--- src/rtl/apb_pkg.sv ---
// Shared APB definitions: default bus widths and the transfer state encoding.
package apb_pkg;

  localparam int APB_ADDR_W = 12;
  localparam int APB_DATA_W = 32;

  typedef enum logic [1:0] {
    IDLE   = 2'd0,
    SETUP  = 2'd1,
    ACCESS = 2'd2
  } apb_state_e;

endpackage

--- src/rtl/apb_initiator_if.sv ---
// Command, response and APB bus bundle for the APB initiator.
// master = initiator side, slave = the side that feeds commands and plays the APB responder.
interface apb_initiator_if #(
  parameter int ADDR_W = apb_pkg::APB_ADDR_W,
  parameter int DATA_W = apb_pkg::APB_DATA_W
) ();

  logic              cmd_valid_i;
  logic              cmd_ready_o;
  logic              cmd_write_i;
  logic [ADDR_W-1:0] cmd_addr_i;
  logic [DATA_W-1:0] cmd_wdata_i;

  logic              rsp_valid_o;
  logic              rsp_ready_i;
  logic [DATA_W-1:0] rsp_rdata_o;
  logic              rsp_err_o;
  logic              rsp_timeout_o;

  logic              psel_o;
  logic              penable_o;
  logic              pwrite_o;
  logic [ADDR_W-1:0] paddr_o;
  logic [DATA_W-1:0] pwdata_o;
  logic [DATA_W-1:0] prdata_i;
  logic              pready_i;
  logic              pslverr_i;

  modport master (
    input  cmd_valid_i, cmd_write_i, cmd_addr_i, cmd_wdata_i,
    output cmd_ready_o,
    input  rsp_ready_i,
    output rsp_valid_o, rsp_rdata_o, rsp_err_o, rsp_timeout_o,
    output psel_o, penable_o, pwrite_o, paddr_o, pwdata_o,
    input  prdata_i, pready_i, pslverr_i
  );

  modport slave (
    output cmd_valid_i, cmd_write_i, cmd_addr_i, cmd_wdata_i,
    input  cmd_ready_o,
    output rsp_ready_i,
    input  rsp_valid_o, rsp_rdata_o, rsp_err_o, rsp_timeout_o,
    input  psel_o, penable_o, pwrite_o, paddr_o, pwdata_o,
    output prdata_i, pready_i, pslverr_i
  );

endinterface

--- src/rtl/apb_initiator.sv ---
// APB3 initiator: one command at a time, SETUP -> ACCESS with wait states and an optional
// ACCESS timeout; status and read data come back on a held valid/ready response.
module apb_initiator
  import apb_pkg::*;
#(
  parameter int ADDR_W         = APB_ADDR_W,
  parameter int DATA_W         = APB_DATA_W,
  parameter int TIMEOUT_CYCLES = 16
) (
  input  logic             pclk_i,
  input  logic             prst_i,
  apb_initiator_if.master  bus
);

  localparam int CNT_W = (TIMEOUT_CYCLES > 0) ? $clog2(TIMEOUT_CYCLES + 1) : 1;
  // Count value seen on the last allowed low-pready ACCESS cycle.
  localparam logic [CNT_W-1:0] CNT_LAST = CNT_W'((TIMEOUT_CYCLES > 0) ? TIMEOUT_CYCLES - 1 : 0);

  apb_state_e        state;
  logic [CNT_W-1:0]  wait_cnt;
  logic              psel_q, penable_q, pwrite_q;
  logic [ADDR_W-1:0] paddr_q;
  logic [DATA_W-1:0] pwdata_q;
  logic              rsp_valid_q, rsp_err_q, rsp_timeout_q;
  logic [DATA_W-1:0] rsp_rdata_q;
  logic              cmd_ready;

  assign cmd_ready = (state == IDLE) && !rsp_valid_q;

  always_ff @(posedge pclk_i or posedge prst_i) begin
    if (prst_i) begin
      state         <= IDLE;
      wait_cnt      <= '0;
      psel_q        <= 1'b0;
      penable_q     <= 1'b0;
      pwrite_q      <= 1'b0;
      paddr_q       <= '0;
      pwdata_q      <= '0;
      rsp_valid_q   <= 1'b0;
      rsp_err_q     <= 1'b0;
      rsp_timeout_q <= 1'b0;
      rsp_rdata_q   <= '0;
    end else begin
      if (rsp_valid_q && bus.rsp_ready_i) rsp_valid_q <= 1'b0;

      case (state)
        IDLE: begin
          if (bus.cmd_valid_i && cmd_ready) begin
            if (bus.cmd_addr_i[1:0] == 2'b00) begin
              state    <= SETUP;
              psel_q   <= 1'b1;
              pwrite_q <= bus.cmd_write_i;
              paddr_q  <= bus.cmd_addr_i;
              pwdata_q <= bus.cmd_wdata_i;
            end else begin
              // Misaligned: answer with an error without touching the bus.
              rsp_valid_q   <= 1'b1;
              rsp_err_q     <= 1'b1;
              rsp_timeout_q <= 1'b0;
              rsp_rdata_q   <= '0;
            end
          end
        end

        SETUP: begin
          state     <= ACCESS;
          penable_q <= 1'b1;
          wait_cnt  <= '0;
        end

        ACCESS: begin
          if (bus.pready_i) begin
            state         <= IDLE;
            psel_q        <= 1'b0;
            penable_q     <= 1'b0;
            rsp_valid_q   <= 1'b1;
            rsp_err_q     <= bus.pslverr_i;
            rsp_timeout_q <= 1'b0;
            rsp_rdata_q   <= pwrite_q ? '0 : bus.prdata_i;
          end else if (TIMEOUT_CYCLES != 0 && wait_cnt == CNT_LAST) begin
            state         <= IDLE;
            psel_q        <= 1'b0;
            penable_q     <= 1'b0;
            rsp_valid_q   <= 1'b1;
            rsp_err_q     <= 1'b1;
            rsp_timeout_q <= 1'b1;
            rsp_rdata_q   <= '0;
          end else if (wait_cnt != '1) begin
            wait_cnt <= wait_cnt + 1'b1;
          end
        end

        default: begin
          state     <= IDLE;
          psel_q    <= 1'b0;
          penable_q <= 1'b0;
        end
      endcase
    end
  end

  assign bus.cmd_ready_o   = cmd_ready;
  assign bus.psel_o        = psel_q;
  assign bus.penable_o     = penable_q;
  assign bus.pwrite_o      = pwrite_q;
  assign bus.paddr_o       = paddr_q;
  assign bus.pwdata_o      = pwdata_q;
  assign bus.rsp_valid_o   = rsp_valid_q;
  assign bus.rsp_err_o     = rsp_err_q;
  assign bus.rsp_timeout_o = rsp_timeout_q;
  assign bus.rsp_rdata_o   = rsp_rdata_q;

endmodule
--- src/flat_wrapper.sv ---
// flat-port wrapper written by rule: the top's interface ports become plain ports
module apb_initiator_flat import apb_pkg::*;
#(
  parameter int ADDR_W         = APB_ADDR_W,
  parameter int DATA_W         = APB_DATA_W,
  parameter int TIMEOUT_CYCLES = 16
)
  (pclk_i, prst_i, bus_cmd_valid_i, bus_cmd_write_i, bus_cmd_addr_i, bus_cmd_wdata_i, bus_cmd_ready_o, bus_rsp_ready_i, bus_rsp_valid_o, bus_rsp_rdata_o, bus_rsp_err_o, bus_rsp_timeout_o, bus_psel_o, bus_penable_o, bus_pwrite_o, bus_paddr_o, bus_pwdata_o, bus_prdata_i, bus_pready_i, bus_pslverr_i);
  apb_initiator_if #(.ADDR_W(ADDR_W), .DATA_W(DATA_W)) bus_i ();
  input  logic pclk_i;
  input  logic prst_i;
  input wire logic [$bits(bus_i.cmd_valid_i)-1:0] bus_cmd_valid_i;
  input wire logic [$bits(bus_i.cmd_write_i)-1:0] bus_cmd_write_i;
  input wire logic [$bits(bus_i.cmd_addr_i)-1:0] bus_cmd_addr_i;
  input wire logic [$bits(bus_i.cmd_wdata_i)-1:0] bus_cmd_wdata_i;
  output wire logic [$bits(bus_i.cmd_ready_o)-1:0] bus_cmd_ready_o;
  input wire logic [$bits(bus_i.rsp_ready_i)-1:0] bus_rsp_ready_i;
  output wire logic [$bits(bus_i.rsp_valid_o)-1:0] bus_rsp_valid_o;
  output wire logic [$bits(bus_i.rsp_rdata_o)-1:0] bus_rsp_rdata_o;
  output wire logic [$bits(bus_i.rsp_err_o)-1:0] bus_rsp_err_o;
  output wire logic [$bits(bus_i.rsp_timeout_o)-1:0] bus_rsp_timeout_o;
  output wire logic [$bits(bus_i.psel_o)-1:0] bus_psel_o;
  output wire logic [$bits(bus_i.penable_o)-1:0] bus_penable_o;
  output wire logic [$bits(bus_i.pwrite_o)-1:0] bus_pwrite_o;
  output wire logic [$bits(bus_i.paddr_o)-1:0] bus_paddr_o;
  output wire logic [$bits(bus_i.pwdata_o)-1:0] bus_pwdata_o;
  input wire logic [$bits(bus_i.prdata_i)-1:0] bus_prdata_i;
  input wire logic [$bits(bus_i.pready_i)-1:0] bus_pready_i;
  input wire logic [$bits(bus_i.pslverr_i)-1:0] bus_pslverr_i;
  assign bus_i.cmd_valid_i = bus_cmd_valid_i;
  assign bus_i.cmd_write_i = bus_cmd_write_i;
  assign bus_i.cmd_addr_i = bus_cmd_addr_i;
  assign bus_i.cmd_wdata_i = bus_cmd_wdata_i;
  assign bus_cmd_ready_o = bus_i.cmd_ready_o;
  assign bus_i.rsp_ready_i = bus_rsp_ready_i;
  assign bus_rsp_valid_o = bus_i.rsp_valid_o;
  assign bus_rsp_rdata_o = bus_i.rsp_rdata_o;
  assign bus_rsp_err_o = bus_i.rsp_err_o;
  assign bus_rsp_timeout_o = bus_i.rsp_timeout_o;
  assign bus_psel_o = bus_i.psel_o;
  assign bus_penable_o = bus_i.penable_o;
  assign bus_pwrite_o = bus_i.pwrite_o;
  assign bus_paddr_o = bus_i.paddr_o;
  assign bus_pwdata_o = bus_i.pwdata_o;
  assign bus_i.prdata_i = bus_prdata_i;
  assign bus_i.pready_i = bus_pready_i;
  assign bus_i.pslverr_i = bus_pslverr_i;
  apb_initiator #(.ADDR_W(ADDR_W), .DATA_W(DATA_W), .TIMEOUT_CYCLES(TIMEOUT_CYCLES)) u_core (.pclk_i(pclk_i), .prst_i(prst_i), .bus(bus_i));
endmodule
--- config.mk ---
export PLATFORM = sky130hd
export DESIGN_NAME = apb_initiator_flat
export DESIGN_NICKNAME = d
export VERILOG_FILES = /design/src/rtl/apb_pkg.sv /design/src/rtl/apb_initiator_if.sv /design/src/rtl/apb_initiator.sv /design/src/flat_wrapper.sv
export SDC_FILE = /design/constraint.sdc
export NUM_CORES = 1
export LEC_CHECK = 0
export CORE_MARGIN = 1
export CORE_UTILIZATION = 30
export CTS_BUF_LIST = sky130_fd_sc_hd__clkbuf_16
export CTS_CLUSTER_SIZE = 20
export DETAILED_ROUTE_END_ITERATION = 10
export SYNTH_ARGS = -nofsm -noshare
export SYNTH_HDL_FRONTEND = slang
export SYNTH_SLANG_ARGS = --single-unit
--- constraint.sdc ---
create_clock -name pclk_i -period 8.32 [get_ports pclk_i]
set_input_delay 1.664 -clock pclk_i [delete_from_list [all_inputs] [get_ports pclk_i]]
set_output_delay 1.664 -clock pclk_i [all_outputs]
set_load 0.03 [all_outputs]
# After elaboration in Yosys (flattened, before gate mapping)
# Cells that the tools add are included.
# op_classes
reduce_logical	14
n_eq_ne	11
n_mul	0
n_div	0
n_lt_le_gt_ge	0
mux	36
shift	0
addsub	1
bitwise_logic	2
# op_table
cell	n
$mux 32	5
$pmux 32 s2	1
$mux 1	16
$mux 5	3
$reduce_and 4->1	3
$ne 2x2->1 const B	5
$pmux 5 s2	1
$mux 2	4
$pmux 1 s2	3
$pmux 1 s3	2
$pmux 2 s3	1
$reduce_and 3->1	2
$add 5x1->5 const B	1
$eq 5x4->1 const B	1
$ne 5x5->1 const B	1
$logic_not 2->1	2
$reduce_bool 2->1	2
$logic_and 1x1->1	3
$ne 3x2->1 const B	1
$eq 2x1->1 const B	1
$eq 2x2->1 const B	1
$ne 2x1->1 const B	1
$not 1->1	2
$reduce_and 2->1	1
$logic_not 1->1	1
# totals
out_inout_bits	83
memories	0
inputBits	83
ram_bits	0
latch_bits	0
reg_bits	89
romBits	0

# Logic depth before layout (Yosys ltp)
# Gate-level depths: netlist of run 1.
# logic_depth
word_depth	5
ltp_mapped	8
ltp_nobuf	6

# Least setup slack after synthesis of run 1
# Ideal clock, no wire load.
# synth_timing
kind	input to register
start	input port bus_cmd_valid_i
end	register u_core.paddr_q[10] (netlist: u_core.bus.paddr_o[10])
path_stages	5
setup_slack_ns	5.178
t_required_ns	8.195
arrival_ns	3.016
setup_ns	0.125
path_cell_list	or4b_1 or3_4 clkinv_4 buf_12 mux2_4
# synth_via
elab_chain_cells	2
# synth_rtl
element	line_no	rtl
from (decl)	flat_wrapper.sv:12	input wire logic [$bits(bus_i.cmd_valid_i)-1:0] bus_cmd_valid_i;
$logic_and 1x1->1	apb_initiator.sv:48	if (bus.cmd_valid_i && cmd_ready) begin
$reduce_and 3->1 (no source line)	-	
to (signal assigned)	apb_initiator.sv:53	paddr_q <= bus.cmd_addr_i;
to (decl)	apb_initiator.sv:22	logic [ADDR_W-1:0] paddr_q;
# Every way passes these cells.
# A chain may end at the register's enable or synchronous reset.

# Worst setup path after layout of run 1
# layout_timing
start	input port bus_cmd_valid_i
end	register u_core.pwdata_q[27] (netlist: u_core.bus.pwdata_o[27])
# layout_via
elab_chain_cells	2
# layout_rtl
element	line_no	rtl
$logic_and 1x1->1	apb_initiator.sv:48	
$reduce_and 3->1 (no source line)	-	
to (signal assigned)	apb_initiator.sv:54	pwdata_q <= bus.cmd_wdata_i;
to (decl)	apb_initiator.sv:23	logic [DATA_W-1:0] pwdata_q;
# Every way passes these cells.

==> impl_metrics.toml, run 1 <==
[global_route]
grt_first_pass_wirelength_mm = 14.0
grt_usage_pct = 14.5
grt_start_max_net_pins = 90
grt_overflow = 0
antenna_found_initial = 0
grt_pass1_vias = 2659

[logic_synthesis]
synth_top_area_share_pct = 62.7
syn_nets = 307
postSynthCellCount = 221
syn_avg_cell_area_um2 = 16.1
ys_types = 28
yosys_warnings = 0
synth.area.top_cells = "dfrtp_1, mux2_4, a22o_1"
ys_ff_latch = 89
synth_largest_area_cell = "dfrtp_1"
synth_area_mm2 = 0.00355
yosysSeqAreaShare_pct = 62.7

[clocking]
cts_setup_buffers = 0
path_clk_slew_ps = 60
clock-root-buffer = "clkbuf_16"
cts_tree = "done"
cts_resized = 0
cts_buffer_depth = 2
cts_max_level = 3
hold_buffers = 0
clkSinkCount = 89
numCtsBuffers = 9
clock_latency_ps = 330

[cells_and_area]
seq_area_mm2 = 0.00223
drive_gt1_share_pct = 16.3
nNetsFinal = 474
instances_no_fill = 535
diodes = 0
n_fill_cell = 1039
fin_util_pct = 48.6
area_growth_pct = 57.1
multi_input_area_mm2 = 0.00119
final_common_cell = "clkdlybuf4s50_1"
final_cell_mix = "clkdlybuf4s50_1, dfrtp_1, mux2_4"

[power_and_ir_drop]
p_clk_share_pct = 20.3
ir_worst_vdd_uv = 165
p_int_mw = 1.23
power_switching_mw = 0.668
p_per_area_mw_per_mm2 = 339
p_seq_share_pct = 35.1
combPwrFrac_pct = 44.6
leakage_nw = 2.46
swShare_pct = 35.3

[routing]
vias_per_cell = 4.57
ant_nets = 0
vias = 2446
drt_wl_total_mm = 8.50
drtPass1Iterations = 4
drc_errors = 0
drt_iter0_drc = 59
detail_route.wl_per_cell_um = 15.9

[critical_path]
critPathBufInv = 2
cp.required_ps = 8530
cpPeakStageDelay_ps = 450
crit_path_start_kind = "input pin"
crit_arrival_ps = 3780
crit_path_end_kind = "register"
r2r_start = "u_core.wait_cnt[0]$_DFFE_PP0P_"
crit_start = "bus_cmd_valid_i"
critical_path_class = "input pin to register"
crit_chain = "clkdlybuf4s50_1 -> or4b_1 -> or3_4 -> clkinv_4 -> mux2_2"
worst_path_max_delay_cell = "or4b_1"
critical_path.top_delay_family = "buffers and inverters"
cp_max_fo = 45

[timing]
max_freq_ghz = 0.280
relSlewSlack_pct = 26.1
rsz0062_at_grt = "no"
final.setup_skew_ps = 5.79
fin_crit_sh_pct = 42.9
tightest_slew_ps = 1110
fin_ws_ps = 4750
setup_tns_ps = 0
finalSetupViolations = 0
whs_ps = 488
period_minus_slack_ps = 3570
final_max_slew_viol_count = 0
final_hold_viol_count = 0

[placement]
placedCellCount = 520
gp_congestion = 0.687
hpwl_mm = 5.81
preCtsSetupSlack_ps = 4410
io_buffer_count = 165

[floorplanning]
core_mm2 = 0.0115
die_width_um = 111
start_util_pct = 31.0
die_area_mm2 = 0.0123
rows = 39
ios = 166
die_h_um = 111

[worst_hold_path]
holdCritPathClass = "register to register"
hp-start = "u_core.bus.penable_o$_DFFE_PP0P_"

[run_status]
status = "complete, no violations"

[job]
cap_violations = 0
-- layout make-up --
cell class / count / share of cell area (%)
sequential: 89 / 39.9
timing repair buffer: 168 / 30.0
multi-input combinational: 114 / 21.3
clock buffer: 9 / 4.04
tap: 143 / 3.21
clock inverter: 6 / 0.942
inverter: 6 / 0.516
-- through the flow --
| step | area, µm² | total power, mW |
|---|---|---|
| floorplan | 3550 | 1.15 |
| global placement | 5300 | 1.51 |
| detailed placement | 5300 | 1.52 |
| CTS | 5580 | 1.92 |
| global route | 5580 | 1.99 |
| finish | 5580 | 1.89 |
-- cells by family after synthesis --
| logic type | Yosys count | share of synthesized area, % |
|---|---|---|
| DFF | 89 | 62.7 |
| buffers and inverters | 18 | 3.88 |
| muxes | 48 | 19.1 |
| adders and majority gates | 3 | 1.06 |
| and+or+nand+nor | 24 | 3.95 |
| AOI/OAI and AO/OA | 39 | 9.27 |
-- flip-flops by register name, indices dropped and copies added (netlist names) --
signal / count
u_core.bus.paddr_o: 12
u_core.wait_cnt: 5
u_core.bus.pwrite_o: 1
u_core.bus.penable_o: 1
u_core.bus.rsp_rdata_o: 32
u_core.state: 2
u_core.bus.pwdata_o: 32
u_core.bus.psel_o: 1
u_core.bus.rsp_timeout_o: 1
u_core.bus.rsp_err_o: 1
u_core.bus.rsp_valid_o: 1
-- synth_stat cells --
cell type,n
a21oi_1,1
o21ai_0,1
o21a_1,1
clkbuf_1,8
o31ai_1,1
a21boi_0,1
nand3_1,1
inv_1,5
ha_1,3
nand2b_1,2
nand2_1,6
nor2_1,4
and3_1,1
mux2_2,6
or3_4,1
or4_1,1
or4b_1,2
mux2_4,38
a22o_1,32
dfrtp_1,89
buf_12,4
mux2i_1,4
a21o_1,1
nor3b_1,3
and2_1,2
clkinv_4,1
nor3_1,1
o22a_1,1
-- worst paths after layout --
check,to,depth (start not counted),slack (ps)
worst min-delay path,u_core.bus.penable_o$_DFFE_PP0P_,1,490
worst max register to register,u_core.bus.rsp_timeout_o$_DFFE_PP0P_,7,5900
min in group asynchronous,u_core.bus.pwdata_o[5]$_DFFE_PP0P_,3,2000
worst max-delay path,u_core.bus.pwdata_o[27]$_DFFE_PP0P_,5,4750
worst min register to register,u_core.bus.penable_o$_DFFE_PP0P_,1,490
max in group asynchronous,u_core.bus.rsp_rdata_o[12]$_DFFE_PP0P_,3,5590
-- power groups by stage --
stage	clock network (mW)	registers [mW]	logic [mW]
after floorplan	0	0.934	0.221
final	0.384	0.664	0.844
after global routing	0.418	0.686	0.885
after CTS	0.397	0.667	0.854
after detailed placement	0	0.670	0.851
after global placement	0	0.671	0.842
-- layer usage --
layer | GRT usage [%] | vias up | part of all wire, %
li1 | - | 1133 | -
met1 | 18.8 | 1204 | 45
met2 | 23.0 | 96 | 46
met3 | 3.50 | 13 | 6.3
met4 | 6.40 | 0 | 1.8
met5 | 0 | - | 0
No activity file was read; power rests on OpenSTA's default activity.
==> run 2: changes to the inputs <==
==> constraint.sdc (replaced) <==
create_clock -name pclk_i -period 3.05 [get_ports pclk_i]
set_input_delay 0.61 -clock pclk_i [delete_from_list [all_inputs] [get_ports pclk_i]]
set_output_delay 0.61 -clock pclk_i [all_outputs]
set_load 0.03 [all_outputs]
==> run 2 against run 1 <==
Highest routed layer unchanged; combinational power rose to 2.7 times the previous value; wire length rose by 1.3%; total power rose to 2.8 times the previous value; die area did not move; critical path type unchanged; global-route usage rose by 0.27 points; critical path depth rose by 1; utilization rose by 0.72 points.
==> impl_metrics.toml, run 2 (synthesis results as in run 1) <==
[timing]
fin_crit_sh_pct = 78.1
final.setup_skew_ps = 7.84
period_minus_slack_ps = 2380
rsz0062_at_grt = "no"
final_hold_viol_count = 0
final_max_slew_viol_count = 0
finalSetupViolations = 0
max_freq_ghz = 0.420
whs_ps = 491
tightest_slew_ps = 634
fin_ws_ps = 667
setup_tns_ps = 0
relSlewSlack_pct = 57.8

[critical_path]
critical_path.top_delay_family = "simple AND/OR/NAND/NOR gates"
crit_path_end_kind = "register"
reg2reg_setup_slack_ps = 720
cp.required_ps = 3260
worstRegToRegCells = 6
crit_start = "bus_cmd_valid_i"
r2r_start = "u_core.wait_cnt[0]$_DFFE_PP0P_"
worstSetupEndpoint = "u_core.bus.pwdata_o[26]$_DFFE_PP0P_"
r2r_end = "u_core.wait_cnt[3]$_DFFE_PP0P_"
crit_arrival_ps = 2590
path_depth = 6
critPathBufInv = 3
critical_path_class = "input pin to register"
crit_path_start_kind = "input pin"
cpPeakStageDelay_ps = 450
crit_chain = "clkdlybuf4s50_1 -> or4b_1 -> or3_4 -> clkinv_4 -> buf_12 -> mux2_2"
worst_path_max_delay_cell = "clkdlybuf4s50_1"
cp_max_fo = 22

[routing]
vias_per_cell = 4.54
ant_nets = 0
drt_iter0_drc = 110
drtPass1Iterations = 4
drc_errors = 0
detail_route.wl_per_cell_um = 16.0
drt_wl_total_mm = 8.61
vias = 2441

[floorplanning]
ios = 166
rows = 39
die_area_mm2 = 0.0123
start_util_pct = 31.0
die_width_um = 111
die_h_um = 111
core_mm2 = 0.0115

[global_route]
grt_overflow = 0
antenna_found_initial = 0
grt_first_pass_wirelength_mm = 14.3
grt_start_max_net_pins = 90
grt_pass1_vias = 2688
grt_usage_pct = 14.8

[cells_and_area]
diodes = 0
final_cell_mix = "clkdlybuf4s50_1, dfrtp_1, mux2_4"
drive_gt1_share_pct = 17.0
area_growth_pct = 59.4
n_fill_cell = 1001
instances_no_fill = 538
final_common_cell = "clkdlybuf4s50_1"
fin_util_pct = 49.4
seq_area_mm2 = 0.00223
multi_input_area_mm2 = 0.00119
nNetsFinal = 476

[clocking]
hold_buffers = 0
clock-root-buffer = "clkbuf_16"
cts_tree = "done"
cts_resized = 0
path_clk_slew_ps = 60
cts_max_level = 3
numCtsBuffers = 9
cts_buffer_depth = 2
cts_setup_buffers = 0
clkSinkCount = 89
clock_latency_ps = 330

[placement]
preCtsSetupSlack_ps = 311
io_buffer_count = 165
placedCellCount = 522
hpwl_mm = 6.16
gp_congestion = 0.723

[worst_hold_path]
holdCritPathClass = "register to register"

[power_and_ir_drop]
p_per_area_mw_per_mm2 = 924
ir_worst_vdd_uv = 566
leakage_nw = 2.47

[run_status]
status = "complete, no violations"

[job]
cap_violations = 0
[run 2: cell types whose count changed in the layout (fill, tap and decap cells not counted), sizes merged]
cell / delta
buf: +2
clkinvlp: +2
inv: -1
[run 2: report_power, final]
part / switching [mW] / internal, mW / leakage [nW]
Combinational: 1.16 / 1.16 / 1.21
Clock: 0.455 / 0.633 / 0.137
Sequential: 0.246 / 1.58 / 1.13
Total: 1.86 / 3.37 / 2.47
[run 2: layer usage]
layer	vias up	track usage (%)	share of wire, %
met4	0	4.98	1.7
met1	1195	19.1	46
met2	96	23.3	46
met5	-	0	0
li1	1136	-	-
met3	14	4.81	6.5
[run 2: through the flow]
step	cell area [µm²]	power (mW)
after floorplan	3550	3.15
after global placement	5360	4.15
after detailed placement	5360	4.18
after CTS	5660	5.30
after global routing	5660	5.49
final	5660	5.23
[run 2: worst min path at each step]
stage	from	to	depth (start not counted)	slack, ps
detailed placement	u_core.bus.paddr_o[1]$_DFFE_PP0P_	u_core.bus.paddr_o[1]$_DFFE_PP0P_	1	480
CTS	u_core.bus.paddr_o[1]$_DFFE_PP0P_	u_core.bus.paddr_o[1]$_DFFE_PP0P_	1	500
global placement	u_core.bus.penable_o$_DFFE_PP0P_	u_core.bus.penable_o$_DFFE_PP0P_	1	460
floorplan	u_core.wait_cnt[2]$_DFFE_PP0P_	u_core.wait_cnt[2]$_DFFE_PP0P_	1	460
finish	u_core.bus.paddr_o[1]$_DFFE_PP0P_	u_core.bus.paddr_o[1]$_DFFE_PP0P_	1	490
global route	u_core.bus.psel_o$_DFFE_PP0P_	u_core.bus.psel_o$_DFFE_PP0P_	1	520
[run 2: area by class of cell]
class                      count  share of cell area [%]
clock buffer                   9                    3.98
clock inverter                 7                    1.24
inverter                       6                   0.509
multi-input combinational    114                    21.0
sequential                    89                    39.4
tap                          143                    3.16
timing repair buffer         170                    30.7
